File: config.mk
export PLATFORM = sky130hd
export DESIGN_NAME = bus_arb4x32
export DESIGN_NICKNAME = d
export VERILOG_FILES = /design/src/rtl/bus_arb4x32.sv
export SDC_FILE = /design/constraint.sdc
export NUM_CORES = 1
export LEC_CHECK = 0
export CAP_MARGIN = 30
export CELL_PAD_IN_SITES_DETAIL_PLACEMENT = 1
export CELL_PAD_IN_SITES_GLOBAL_PLACEMENT = 1
export CORE_MARGIN = 4
export CORE_UTILIZATION = 31
export CTS_BUF_LIST = sky130_fd_sc_hd__clkbuf_8
export DETAILED_ROUTE_END_ITERATION = 6
export PLACE_DENSITY_LB_ADDON = 0.1
export SYNTH_ARGS = -nofsm -noshare
export SYNTH_HDL_FRONTEND = slang
export SYNTH_SLANG_ARGS = --single-unit
File: constraint.sdc
create_clock -name clk -period 3.09 [get_ports clk]
set_input_delay 0.4635 -clock clk [delete_from_list [all_inputs] [get_ports clk]]
set_output_delay 0.4635 -clock clk [all_outputs]
set_load 0.05 [all_outputs]
File: src/rtl/bus_arb4x32.sv
// Four-requester round-robin bus arbiter with a shared, registered 32-bit data path.
// A grantee may stream up to BURST words back-to-back before the pointer rotates
// past it. Every output is a flop, so no input reaches an output combinationally.
module bus_arb4x32 #(
  parameter int unsigned BURST = 4
) (
  input  logic        clk,
  input  logic        clrn,
  input  logic [3:0]  req,
  input  logic [31:0] a0,
  input  logic [31:0] a1,
  input  logic [31:0] a2,
  input  logic [31:0] a3,
  input  logic        ready,
  output logic [3:0]  gnt,
  output logic [1:0]  sel,
  output logic [31:0] y,
  output logic        valid
);

  localparam logic [3:0] BurstMax = 4'(BURST);

  typedef enum logic [0:0] {StIdle, StBusy} state_e;

  state_e      state;
  logic [1:0]  ptr;
  logic [3:0]  beat;

  logic [1:0]  arb_base;
  logic        arb_found;
  logic [1:0]  arb_idx;
  logic [1:0]  cand;
  logic [31:0] arb_data;
  logic [31:0] cur_data;
  logic        xfer;
  logic        keep_burst;

  // Search origin: the stored pointer when idle, one past the grantee when a burst ends.
  // Using sel+1 here lets the rotation and the re-arbitration happen in the same edge.
  always_comb begin
    arb_base = (state == StBusy) ? sel + 2'd1 : ptr;
  end

  // Round-robin winner: scan from the far end so the first hit in search order wins.
  always_comb begin
    arb_found = 1'b0;
    arb_idx   = arb_base;
    cand      = arb_base;
    for (int k = 3; k >= 0; k--) begin
      cand = arb_base + 2'(k);
      if (req[cand]) begin
        arb_found = 1'b1;
        arb_idx   = cand;
      end
    end
  end

  // Data word of the arbitration winner.
  always_comb begin
    unique case (arb_idx)
      2'd0:    arb_data = a0;
      2'd1:    arb_data = a1;
      2'd2:    arb_data = a2;
      default: arb_data = a3;
    endcase
  end

  // Data word of the current grantee, used for back-to-back beats.
  always_comb begin
    unique case (sel)
      2'd0:    cur_data = a0;
      2'd1:    cur_data = a1;
      2'd2:    cur_data = a2;
      default: cur_data = a3;
    endcase
  end

  // Transfer qualification and burst-continue decision.
  always_comb begin
    xfer       = valid & ready;
    keep_burst = req[sel] & (beat < BurstMax);
  end

  // Arbiter FSM; all outputs are registered here.
  always_ff @(posedge clk) begin
    if (!clrn) begin
      state <= StIdle;
      valid <= 1'b0;
      gnt   <= 4'b0000;
      sel   <= 2'b00;
      y     <= 32'h0;
      ptr   <= 2'd0;
      beat  <= 4'd0;
    end else begin
      case (state)
        StIdle: begin
          if (arb_found) begin
            state <= StBusy;
            valid <= 1'b1;
            sel   <= arb_idx;
            gnt   <= 4'b0001 << arb_idx;
            y     <= arb_data;
            beat  <= 4'd1;
          end
        end
        StBusy: begin
          // Without a transfer everything holds, regardless of req or data inputs.
          if (xfer) begin
            if (keep_burst) begin
              y    <= cur_data;
              beat <= beat + 4'd1;
            end else begin
              ptr <= sel + 2'd1;
              if (arb_found) begin
                sel  <= arb_idx;
                gnt  <= 4'b0001 << arb_idx;
                y    <= arb_data;
                beat <= 4'd1;
              end else begin
                // sel and y are left as they were so the last grantee stays visible.
                state <= StIdle;
                valid <= 1'b0;
                gnt   <= 4'b0000;
                beat  <= 4'd0;
              end
            end
          end
        end
        default: begin
          state <= StIdle;
          valid <= 1'b0;
          gnt   <= 4'b0000;
        end
      endcase
    end
  end

endmodule

==> results of run 1 <==
==> worst max-delay path: cells and delay by family (launching register included) <==
family	cells	cell delay, ns
buffers and inverters	2	0.31
and+or+nand+nor	2	0.74
muxes	1	0.19
adders and majority gates	1	0.35
DFF	1	0.42
AOI/OAI and AO/OA	3	0.63
==> state kept, by name, indices dropped and copies added, names as in the netlist <==
signal  flops
ptr         2
y          32
beat        4
gnt         4
valid       1
sel         2
state       1
==> per-layer routing <==
layer | vias up | part of all wire [%]
met5 | - | 0
li1 | 2416 | -
met1 | 2643 | 42
met4 | 0 | 1.5
met2 | 269 | 49
met3 | 36 | 7.3
==> cell usage in the layout, fill, tap and decap left out, types with 2 or more instances in the layout <==
| cell | instances |
|---|---|
| a211o_1 | 12 |
| a211oi_2 | 2 |
| a21oi_1 | 15 |
| a222oi_1 | 45 |
| a22oi_1 | 23 |
| a31oi_1 | 14 |
| and2_1 | 2 |
| and2b_1 | 2 |
| and3_1 | 9 |
| buf_4 | 27 |
| clkbuf_8 | 5 |
| clkdlybuf4s50_1 | 173 |
| dfxtp_1 | 46 |
| ha_1 | 5 |
| inv_1 | 5 |
| mux2i_1 | 15 |
| nand2_1 | 66 |
| nand2_2 | 2 |
| nand2b_1 | 16 |
| nand3_1 | 37 |
| nand3_4 | 2 |
| nor2_1 | 33 |
| nor2_2 | 2 |
| nor2b_1 | 3 |
| o211ai_1 | 2 |
| o21ai_0 | 56 |
| o21ai_1 | 6 |
| o221ai_1 | 19 |
| o311ai_1 | 13 |
==> cell usage after synthesis (all sizes together), types with 2 or more instances <==
| cell | count | area share (%) |
|---|---|---|
| o211ai | 3 | 0.68 |
| a31oi | 15 | 2.7 |
| a222oi | 45 | 11 |
| nor3 | 2 | 0.37 |
| and2b | 2 | 0.37 |
| mux2i | 15 | 3.7 |
| and2 | 2 | 0.31 |
| nor2 | 36 | 3.9 |
| o21ai | 63 | 7.8 |
| nand2b | 16 | 2.5 |
| inv | 5 | 0.46 |
| a211o | 12 | 2.6 |
| a21oi | 15 | 1.9 |
| o221ai | 19 | 4.1 |
| clkbuf | 20 | 1.9 |
| a22oi | 24 | 4.6 |
| buf | 32 | 5.2 |
| and3 | 10 | 1.7 |
| ha | 5 | 1.5 |
| nand3 | 39 | 5.4 |
| a211oi | 2 | 0.62 |
| nor2b | 3 | 0.46 |
| o311ai | 13 | 2.8 |
| nand2 | 68 | 6.4 |
| dfxtp | 46 | 23 |
==> report_power, final <==
| part | leakage, nW | total, mW | switching [mW] | internal [mW] |
|---|---|---|---|---|
| clock network | 0.0441 | 0.404 | 0.244 | 0.160 |
| registers | 0.379 | 0.725 | 0.0584 | 0.667 |
| logic | 1.69 | 1.38 | 0.828 | 0.555 |
| total | 2.12 | 2.51 | 1.13 | 1.38 |
==> cell type report <==
class / instances / area (um2)
repair buffers: 200 / 1930
inverters: 6 / 22.5
clock inverters: 3 / 21.3
clock buffers: 5 / 68.8
multi-input cells: 424 / 2820
fillers: 1570 / 6670
well taps: 172 / 215
flip-flops and latches: 46 / 921
==> kinds of logic after synthesis <==
kind of cell	after synthesis
AO/OA/AOI/OAI	222
adder cells (fa/ha/maj)	5
buffers and inverters	58
flip-flops	46
multiplexers	16
AND/OR/NAND/NOR	181
==> how the worst min path moves through the flow <==
stage | startpoint | to
2_1_floorplan | beat[0]$_SDFFE_PN0P_ | beat[0]$_SDFFE_PN0P_
3_3_place_gp | beat[0]$_SDFFE_PN0P_ | beat[0]$_SDFFE_PN0P_
3_5_place_dp | beat[0]$_SDFFE_PN0P_ | beat[0]$_SDFFE_PN0P_
4_1_cts | beat[0]$_SDFFE_PN0P_ | beat[0]$_SDFFE_PN0P_
5_1_grt | beat[3]$_SDFFE_PN0P_ | beat[3]$_SDFFE_PN0P_
6_report | beat[0]$_SDFFE_PN0P_ | beat[0]$_SDFFE_PN0P_
==> flow_metrics.env, run 1 <==
export IMPL_status="finished with violations"
export IMPL_violations="DRC"
export IMPL_die_area_um2=14900
export IMPL_synth_avg_cell_area_um2=7.65
export IMPL_r2r_start="sel[1]$_SDFFE_PN0P_"
export IMPL_crit_path_top_delay_cell="nor2_8"
export IMPL_cts_tree="yes"
export IMPL_grt_overflow=0
export IMPL_layout_cells_non_filler=856
export IMPL_power_density_nw_per_um2=419
export IMPL_viasPerCell=6.27
export IMPL_synth_seq_cells=46
export IMPL_drive_gt1_share_pct=8.04
export IMPL_muxShareOfSynthArea_pct=4.27
export IMPL_grt_usage_pct=25.9
export IMPL_syn_nets=668
export IMPL_pre_cts_slack_ns=0.144
export IMPL_ys_async_sr_fraction_pct=0
export IMPL_grt_pass1_vias=5833
export IMPL_synth_compound_area_share_pct=41.5
export IMPL_drc_errors=1
export IMPL_final_util_pct=47.4
export IMPL_total_power_mw=2.51
export IMPL_finalCriticalPeriod_ns=2.76
export IMPL_setup_viol_count_final=0
export IMPL_critPathRequiredTime_ns=3.30
export IMPL_finalWeightedCongestion=0.908
export IMPL_cts_num_sinks=46
export IMPL_cp_max_fo=27
export IMPL_worst_pin_slew_ns=0.751
export IMPL_routedWlPerCell_um=23.5
export IMPL_hold_viol_final=0
export IMPL_synth_area_um2=4040
export IMPL_crit_end="y[16]$_SDFFE_PN0N_"
export IMPL_antenna_cells=0
export IMPL_cts_made_buffers=5
export IMPL_insertion_delay_ns=0.31
export IMPL_core_area_um2=12700
export IMPL_cpPeakStageDelay_ns=0.49
export IMPL_drt_total_wl_um=20100
export IMPL_min_period_over_period_pct=89.2
export IMPL_row_count=41
export IMPL_setup_tns_ns=0
export IMPL_area_growth_synth_to_final_pct=48.5
export IMPL_grt_use_met2_pct=45.4
export IMPL_first_pass_iters=7
export IMPL_crit_arrival_ns=2.96
export IMPL_drtAntennaViolNets=0
export IMPL_dp_cells=848
export IMPL_postCtsHoldBufs=0
export IMPL_die_w_um=122
export IMPL_synthSimpleGateAreaFrac_pct=22.3
export IMPL_reg2reg_slack_ns=0.33
export IMPL_syn_inst=528
export IMPL_path_clk_slew_ns=0.10
export IMPL_reg2reg_depth=9
export IMPL_synth_top_family_by_area="compound AO/OA/AOI/OAI gates"
export IMPL_busiest_layer="met2"
export IMPL_cpMostUsedCell="o311ai_1"
export IMPL_r2r_end="y[16]$_SDFFE_PN0N_"
export IMPL_synth_xor_area_share_pct=0
export IMPL_leakagePower_nw=2.12
export IMPL_grt_pass1_wl_um=30800
export IMPL_via_count=5364
export IMPL_drv_cap=0
export IMPL_peakVddDrop_mv=0.209
export IMPL_synthAdderAreaFrac_pct=1.55
export IMPL_grt_util_met3_pct=3.95
export IMPL_holdPathStages=1
export IMPL_portBuffers=173
export IMPL_cts_resized=0
export IMPL_yosys_warnings=0
export IMPL_finalMaxSlewViolations=0
export IMPL_clockBufferDepth=2
export IMPL_synth_edf_count=0
export IMPL_clock_skew_ns=0.0114
export IMPL_path_class="flip-flop to flip-flop"
export IMPL_grt_max_degree=40
export IMPL_met1_usage_pct=32.4
export IMPL_cp_cell_sequence="inv_1 > ha_1 > o211ai_1 > o311ai_1 > and3_1 > buf_4 > nor2_8 > mux2i_1 > o311ai_1"
export IMPL_clock_fmax_mhz=363
export IMPL_grt_setup_unrepaired="no"
export IMPL_io_pins=174
export IMPL_design_area_um2=6000
export IMPL_critPathLaunch="sel[1]$_SDFFE_PN0P_"
export IMPL_nets=823
export IMPL_dp_hpwl_um=14400
export IMPL_start_kind="flip-flop"
export IMPL_synthFlopType="dfxtp_1"
export IMPL_ys_types=54
export IMPL_antenna_found_initial=0
export IMPL_h_tree_depth=2
export IMPL_dieHeight_um=122
export IMPL_slew_headroom_pct=49.9
export IMPL_fin_hold_ws_ns=0.476
export IMPL_finalWorstSetupSlack_ns=0.333
export IMPL_initial_core_util_pct=31.9
export IMPL_ys_seq_area_share_pct=22.8
export IMPL_hold_path_class="flip-flop to flip-flop"
export IMPL_drt_iter0_markers=624
export IMPL_end_kind="flip-flop"
export IMPL_dpl_cell_area_um2=5910
export IMPL_postCtsSetupBuffers=0
export IMPL_cts_root_buf="clkbuf_8"
(Power assumes the default switching activity.)
==> inputs of run 2 (changes only) <==
--- a/config.mk
+++ b/config.mk
@@ -10,7 +10,7 @@
 export CELL_PAD_IN_SITES_GLOBAL_PLACEMENT = 1
 export CORE_MARGIN = 4
 export CORE_UTILIZATION = 31
-export CTS_BUF_LIST = sky130_fd_sc_hd__clkbuf_8
+export CTS_BUF_LIST = sky130_fd_sc_hd__clkbuf_4
 export DETAILED_ROUTE_END_ITERATION = 6
 export PLACE_DENSITY_LB_ADDON = 0.1
 export SYNTH_ARGS = -nofsm -noshare
==> run 2 against run 1 <==
Effect of this change:
- the run now ends clean
- utilization decreased by 0.25 points
- final area decreased by 0.52%
- critical path depth unchanged
- first-iteration DRC count increased by 12%
- fmax increased by 0.22%
- clock power decreased by 17%
- flip-flop and latch count unchanged
- hold slack improved by 0.017 ns
- critical path type unchanged
- critical endpoint is now y[20]$_SDFFE_PN0N_
- largest cell class unchanged
- highest routed layer unchanged
==> flow_metrics.env, run 2 (same netlist as run 1, synthesis figures left out) <==
export IMPL_cp_cell_sequence="inv_1 > ha_1 > o211ai_1 > o311ai_1 > and3_1 > buf_4 > nor2_8 > mux2i_1 > o311ai_1"
export IMPL_largest_reg_flops=32
export IMPL_postCtsSetupBuffers=0
export IMPL_final_util_pct=47.1
export IMPL_hold_viol_final=0
export IMPL_clock_skew_ns=0.0210
export IMPL_antenna_found_initial=0
export IMPL_dpl_cell_area_um2=5910
export IMPL_cts_made_buffers=5
export IMPL_design_area_um2=5970
export IMPL_final_common_cell="clkdlybuf4s50_1"
export IMPL_die_w_um=122
export IMPL_slew_headroom_pct=50.5
export IMPL_initial_core_util_pct=31.9
export IMPL_routedWlPerCell_um=23.6
export IMPL_reg2reg_slack_ns=0.34
export IMPL_finalWeightedCongestion=0.908
export IMPL_leakagePower_nw=2.10
export IMPL_io_pins=174
export IMPL_critPathRequiredTime_ns=3.39
export IMPL_fin_hold_ws_ns=0.493
export IMPL_status="finished clean"
export IMPL_drtAntennaViolNets=0
export IMPL_die_area_um2=14900
export IMPL_path_clk_slew_ns=0.16
export IMPL_antenna_cells=0
export IMPL_portBuffers=173
export IMPL_dieHeight_um=122
export IMPL_cts_num_sinks=46
export IMPL_cpMostUsedCell="o311ai_1"
export IMPL_finalMaxSlewViolations=0
export IMPL_layout_common_cells="clkdlybuf4s50_1 (173), nand2_1 (66), o21ai_0 (56)"
export IMPL_grt_setup_unrepaired="no"
export IMPL_dp_hpwl_um=14400
export IMPL_grt_pass1_wl_um=30900
export IMPL_power_density_nw_per_um2=409
export IMPL_drt_total_wl_um=20200
export IMPL_area_growth_synth_to_final_pct=47.7
export IMPL_pre_cts_slack_ns=0.144
export IMPL_nets=823
export IMPL_finalCriticalPeriod_ns=2.75
export IMPL_row_count=41
export IMPL_min_period_over_period_pct=89.0
export IMPL_core_area_um2=12700
export IMPL_setup_viol_count_final=0
export IMPL_first_pass_iters=7
export IMPL_cts_tree="yes"
export IMPL_drt_iter0_markers=701
export IMPL_drc_errors=0
export IMPL_end_kind="flip-flop"
export IMPL_clock_fmax_mhz=364
export IMPL_reg_top3="y: 32 flops, beat: 4 flops, gnt: 4 flops"
export IMPL_peakVddDrop_mv=0.191
export IMPL_start_kind="flip-flop"
export IMPL_insertion_delay_ns=0.39
export IMPL_drive_gt1_share_pct=8.04
export IMPL_crit_path_top_delay_cell="nor2_8"
export IMPL_cpPeakStageDelay_ns=0.49
export IMPL_h_tree_depth=2
export IMPL_grt_overflow=0
export IMPL_clockBufferDepth=2
export IMPL_worst_pin_slew_ns=0.742
export IMPL_viasPerCell=6.23
export IMPL_finalWorstSetupSlack_ns=0.339
export IMPL_path_class="flip-flop to flip-flop"
export IMPL_drv_cap=0
export IMPL_hold_path_class="flip-flop to flip-flop"
export IMPL_cp_buffers_inverters=2
export IMPL_grt_max_degree=40
export IMPL_grt_usage_pct=26.0
export IMPL_postCtsHoldBufs=0
export IMPL_crit_arrival_ns=3.05
export IMPL_grt_pass1_vias=5842
export IMPL_cts_root_buf="clkbuf_4"
export IMPL_setup_tns_ns=0
export IMPL_crit_family="simple AND/OR/NAND/NOR gates"
export IMPL_cts_resized=0
export IMPL_regMostFlops="y"
export IMPL_cp_max_fo=27
export IMPL_via_count=5330
export IMPL_fillers=1576
-- run 2: changes by cell type in the layout (fill, tap and decap cells not counted) --
cell      before  now
clkbuf_8       5    0
clkbuf_4       0    5
-- run 2: final cells by class --
type,instances,area [um2],share of cell area (%)
well taps,172,215,3.61
inverters,6,22.5,0.377
multi-input cells,424,2820,47.2
clock inverters,3,21.3,0.356
flip-flops and latches,46,921,15.4
clock buffers,5,37.5,0.629
repair buffers,200,1930,32.4
-- run 2: worst reg2reg max path, delay by kind of cell (launching register included) --
family	cells	cell delay, ns
simple gates	2	0.74
compound gates	3	0.65
flops	1	0.43
fa+ha+maj	1	0.35
buf+inv	2	0.31
mux	1	0.18
-- run 2: per-stage QoR --
step / std cells / total power, mW
2_1_floorplan: 528 / 1.56
3_3_place_gp: 847 / 2.07
3_5_place_dp: 848 / 2.11
4_1_cts: 856 / 2.44
5_1_grt: 856 / 2.56
6_report: 856 / 2.44
-- run 2: power by group --
part           internal (mW)  leakage, nW  switching, mW  total, mW
Combinational          0.555         1.69          0.827       1.38
Clock                 0.0892       0.0312          0.245      0.334
Sequential             0.667        0.379         0.0585      0.726
-- run 2: path summary, 6_finish.rpt --
check	startpoint	to	cells after the start
min reg2reg	beat[0]$_SDFFE_PN0P_	beat[0]$_SDFFE_PN0P_	1
max	sel[1]$_SDFFE_PN0P_	y[20]$_SDFFE_PN0N_	9
min	beat[0]$_SDFFE_PN0P_	beat[0]$_SDFFE_PN0P_	1
max reg2reg	sel[1]$_SDFFE_PN0P_	y[20]$_SDFFE_PN0N_	9
-- run 2: layer usage --
layer | vias to the layer above | global-route usage (%) | routed length (um)
li1 | 2419 | - | -
met4 | 0 | 8.89 | 388
met1 | 2604 | 32.6 | 8330
met5 | - | 0 | 0
met3 | 38 | 3.81 | 1520
met2 | 269 | 45.4 | 10000
==> inputs of run 3 (changes only) <==
--- a/config.mk
+++ b/config.mk
@@ -12,6 +12,7 @@
 export CORE_UTILIZATION = 31
 export CTS_BUF_LIST = sky130_fd_sc_hd__clkbuf_4
 export DETAILED_ROUTE_END_ITERATION = 6
+export GPL_ROUTABILITY_DRIVEN = 0
 export PLACE_DENSITY_LB_ADDON = 0.1
 export SYNTH_ARGS = -nofsm -noshare
 export SYNTH_HDL_FRONTEND = slang
==> results of run 3 <==
Same layout as run 2: the final DEF is identical, and so are final timing and power.
